File: src/rtl/iter_shifter.sv
// Multi-cycle barrel-shifter replacement: one bit position per clock, done pulses when out is ready.
// The operation-type port is named typ because "type" is a reserved word in SystemVerilog.
module iter_shifter #(
  parameter int WIDTH = 32,
  parameter int SHW   = 5
) (
  input  logic             clk,
  input  logic             rst_n,
  input  logic             start,
  input  logic [WIDTH-1:0] a,
  input  logic [SHW-1:0]   shamt,
  input  logic             dir,
  input  logic             typ,
  output logic             busy,
  output logic             done,
  output logic [WIDTH-1:0] out
);

  typedef enum logic [1:0] {IDLE, SHIFT, DONE} state_t;

  state_t         state, state_nxt;
  logic [SHW-1:0] count;
  logic           dir_q, typ_q;
  logic           accept;
  logic           fill;

  // Requests are taken in IDLE and DONE alike so back-to-back ops need no bubble.
  assign accept = start && (state != SHIFT);
  assign fill   = typ_q ? out[WIDTH-1] : 1'b0;

  always_ff @(posedge clk or negedge rst_n) begin
    if (!rst_n) state <= IDLE;
    else        state <= state_nxt;
  end

  always_comb begin
    state_nxt = state;
    case (state)
      IDLE, DONE: begin
        if (start) state_nxt = (shamt != '0) ? SHIFT : DONE;
        else       state_nxt = IDLE;
      end
      SHIFT:   if (count == SHW'(1)) state_nxt = DONE;
      default: state_nxt = IDLE;
    endcase
  end

  always_ff @(posedge clk or negedge rst_n) begin
    if (!rst_n) begin
      out   <= '0;
      count <= '0;
      dir_q <= 1'b0;
      typ_q <= 1'b0;
    end else if (accept) begin
      out   <= a;
      count <= shamt;
      dir_q <= dir;
      typ_q <= typ;
    end else if (state == SHIFT) begin
      if (dir_q) out <= {fill, out[WIDTH-1:1]};
      else       out <= {out[WIDTH-2:0], 1'b0};
      count <= count - SHW'(1);
    end
  end

  assign busy = (state == SHIFT);
  assign done = (state == DONE);

endmodule

File: config.mk
export PLATFORM = sky130hd
export DESIGN_NAME = iter_shifter
export DESIGN_NICKNAME = d
export VERILOG_FILES = /design/src/rtl/iter_shifter.sv
export SDC_FILE = /design/constraint.sdc
export NUM_CORES = 1
export LEC_CHECK = 0
export ABC_AREA = 1
export CAP_MARGIN = 10
export CORE_ASPECT_RATIO = 1.5
export CORE_MARGIN = 1.5
export CORE_UTILIZATION = 45
export CTS_CLUSTER_DIAMETER = 50
export DETAILED_ROUTE_END_ITERATION = 10
export GPL_ROUTABILITY_DRIVEN = 0
export GPL_TIMING_DRIVEN = 1
export HOLD_SLACK_MARGIN = 0.15
export PLACE_DENSITY = 0.8
export SLEW_MARGIN = 20
export SYNTH_ARGS = -nofsm -noshare
export SYNTH_HDL_FRONTEND = slang
export SYNTH_SLANG_ARGS = --single-unit
File: constraint.sdc
create_clock -name clk -period 1.25 [get_ports clk]
set_input_delay 0.1875 -clock clk [delete_from_list [all_inputs] [get_ports clk]]
set_output_delay 0.1875 -clock clk [all_outputs]
set_load 0.05 [all_outputs]
==> results_dict.tcl <==
set metrics [dict create \
    outcome "finished, violations left" \
    violations "setup timing" \
    worst_slew_pin_slew_ns 0.219 \
    yosysSeqAreaShare_pct 46.4 \
    nFillCells 350 \
    netlist_area_um2 2210 \
    clock_sinks 41 \
    synth.distinct_cells 20 \
    fin_ws_ns -0.0755 \
    synth_warnings 0 \
    period_needed_ns 1.33 \
    clock-root-buffer "clkbuf_8" \
    cp-start-kind "register" \
    finalHoldViolations 0 \
    grt_max_degree 42 \
    hold_ws_ns 0.374 \
    place_ws_ns -0.190 \
    fin_worst_skew_ns 0.0107 \
    dp.cells 430 \
    grt_pass1_vias 2415 \
    nets 419 \
    slew_headroom_pct 85.3 \
    core_area_um2 4770 \
    die_area_um2 5350 \
    ant_nets 0 \
    gr-usage-met1_pct 30.2 \
    gr-usage-met2_pct 45.2 \
    h-tree-depth 2 \
    drtIter0Drc 109 \
    io_buffers 75 \
    ios 76 \
    avgViaCountPerCell 5.27 \
    path_max_fanout 3 \
    antenna_found_initial 0 \
    grt_pass1_wl_um 10600 \
    drive_gt1_share_pct 18.4 \
    ir_drop_v 0.00187 \
    drc 0 \
    wirelength_um 6380 \
    synthToLayoutAreaGrowth_pct 61.6 \
    grt_overflow 0 \
    route.vias.total 2331 \
    period_share_pct 106 \
    rsz0062_at_grt "true" \
    grt-busiest-layer "met2" \
    fmax_ghz 0.754 \
    grt_use_met3_pct 4.09 \
    maxCapViolCount 0 \
    post-route-util_pct 74.9 \
    syn_inst 291 \
    dp_hpwl_um 4600 \
    wire_per_inst_um 14.4 \
    worstSetupPathType "reg2out" \
    std_cell_rows 31 \
    synth_nets 335 \
    required_ns 1.06 \
    setup_viol 26 \
    worstPathArrival_ns 1.14 \
    drv_slew 0 \
    cp-end-kind "output pin" \
    cts_buffers 5 \
    cellPowerDensity_nw_per_um2 3200 \
    finalPower_mw 11.4 \
    clockBufferDepth 2 \
    clkTransAtPathRegs_ns 0.07 \
    leakage_nw 1.63 \
    final_cells 442 \
    yosys_register_bits 41 \
    register_area_um2 1030 \
    die_w_um 60.2 \
    track_usage_pct 26.4 \
    first_pass_iters 4 \
    die_y_um 88.8 \
    start_util_pct 46.3 \
    clk_latency_ns 0.31 \
    multi_input_area_um2 985 \
    num_antenna_cells 0 \
    syn_area_per_cell_um2 7.60 \
    cts_tree "yes" \
    hp-class "in2async" \
]
## cell usage in the layout (no fill, tap or decap)
cell type / n
dlygate4sd3_1: 1
nand3_1: 32
nand2_1: 84
nor2_1: 18
inv_2: 3
ha_1: 2
inv_4: 1
clkinvlp_4: 1
inv_1: 21
o211ai_1: 17
a21boi_1: 1
buf_4: 11
o21ai_1: 3
clkinv_2: 2
buf_2: 1
o21ai_0: 25
nor2_4: 1
buf_6: 2
dfrtp_1: 41
a21oi_1: 21
clkbuf_8: 5
clkinv_8: 1
nand2_2: 3
nand4_1: 1
clkdlybuf4s50_1: 40
buf_12: 38
## per-stage QoR
stage                     TNS (ns)  instance area [um^2]
final                       -0.632                  3570
after global routing         -3.40                  3570
after CTS                   -0.121                  3560
after detailed placement     -3.97                  3430
after global placement       -2.19                  3430
after floorplan                  0                  2210
## sequential cells by signal, summed over array words and instances, names as in the netlist
register and flops:
typ_q 1, out 32, state 2, dir_q 1, count 5
## layout make-up
class	count	area share, %
clock buffer	5	1.93
clock inverter	3	0.490
inverter	26	3.15
multi-input combinational	208	27.6
sequential	41	28.7
tap	66	2.31
timing repair buffer	93	35.9
## per-layer routing
metal / share of wire [%] / wire length [um]
met4: 3.8 / 242
met5: 0 / 0
met1: 37 / 2350
met3: 4.5 / 288
met2: 55 / 3500
## final timing paths
check,startpoint,endpoint,slack [ns],cells after the start
max in group asynchronous,rst_n,out[18]$_DFFE_PN0P_,0.68,3
setup / recovery,state[0]$_DFFE_PN0P_,busy,-0.08,4
hold reg to reg,typ_q$_DFFE_PN0P_,typ_q$_DFFE_PN0P_,0.50,2
hold / removal,rst_n,out[23]$_DFFE_PN0P_,0.37,3
setup reg to reg,state[0]$_DFFE_PN0P_,out[25]$_DFFE_PN0P_,-0.05,5
min in group clk,a[17],out[17]$_DFFE_PN0P_,0.45,3
## synthesized netlist by cell type
library cell  number  area, um^2
a21boi_0           1        7.51
a21oi_1           21         105
buf_2              4        20.0
buf_4              4        30.0
buf_6              3        33.8
clkbuf_1           5        18.8
dfrtp_1           41        1030
ha_1               2        25.0
inv_1             22        82.6
inv_2              2        7.51
inv_4              2        12.5
nand2_1           84         315
nand2_2            3        18.8
nand3_1           32         160
nand4_1            1        6.26
nor2_1            18        67.6
nor2_2             1        6.26
o211ai_1          17         128
o21ai_0           25         125
o21ai_1            3        15.0
## worst max-delay path: stages, from the launching register on
cell and delay (ns):
dfrtp_1 0.41, inv_2 0.06, nor2_4 0.12, buf_12 0.12, buf_12 0.12
## power by group
| part | internal, mW | total (mW) | leakage [nW] | switching [mW] |
|---|---|---|---|---|
| Combinational | 3.44 | 7.62 | 1.09 | 4.18 |
| Sequential | 2.01 | 2.94 | 0.500 | 0.933 |
| Clock | 0.385 | 0.862 | 0.0439 | 0.477 |
## repair_timing
item                       4_1_cts  5_1_grt
gates resized for setup          4        4
hold buffers                     1        0
hold endpoints to repair        41        0
pin swaps                        0        1
buffers inserted                 3        0
setup endpoints to repair        2       41
## cells by family (layout without fill, tap and decap cells)
family          count (synthesis)  count (layout)  synth area share [%]
simple gates                  139             139                  26.0
compound gates                 67              67                  17.2
buf+inv                        42             127                  9.28
flops                          41              41                  46.4
fa+ha+maj                       2               2                  1.13
(Power assumes the default switching activity.)
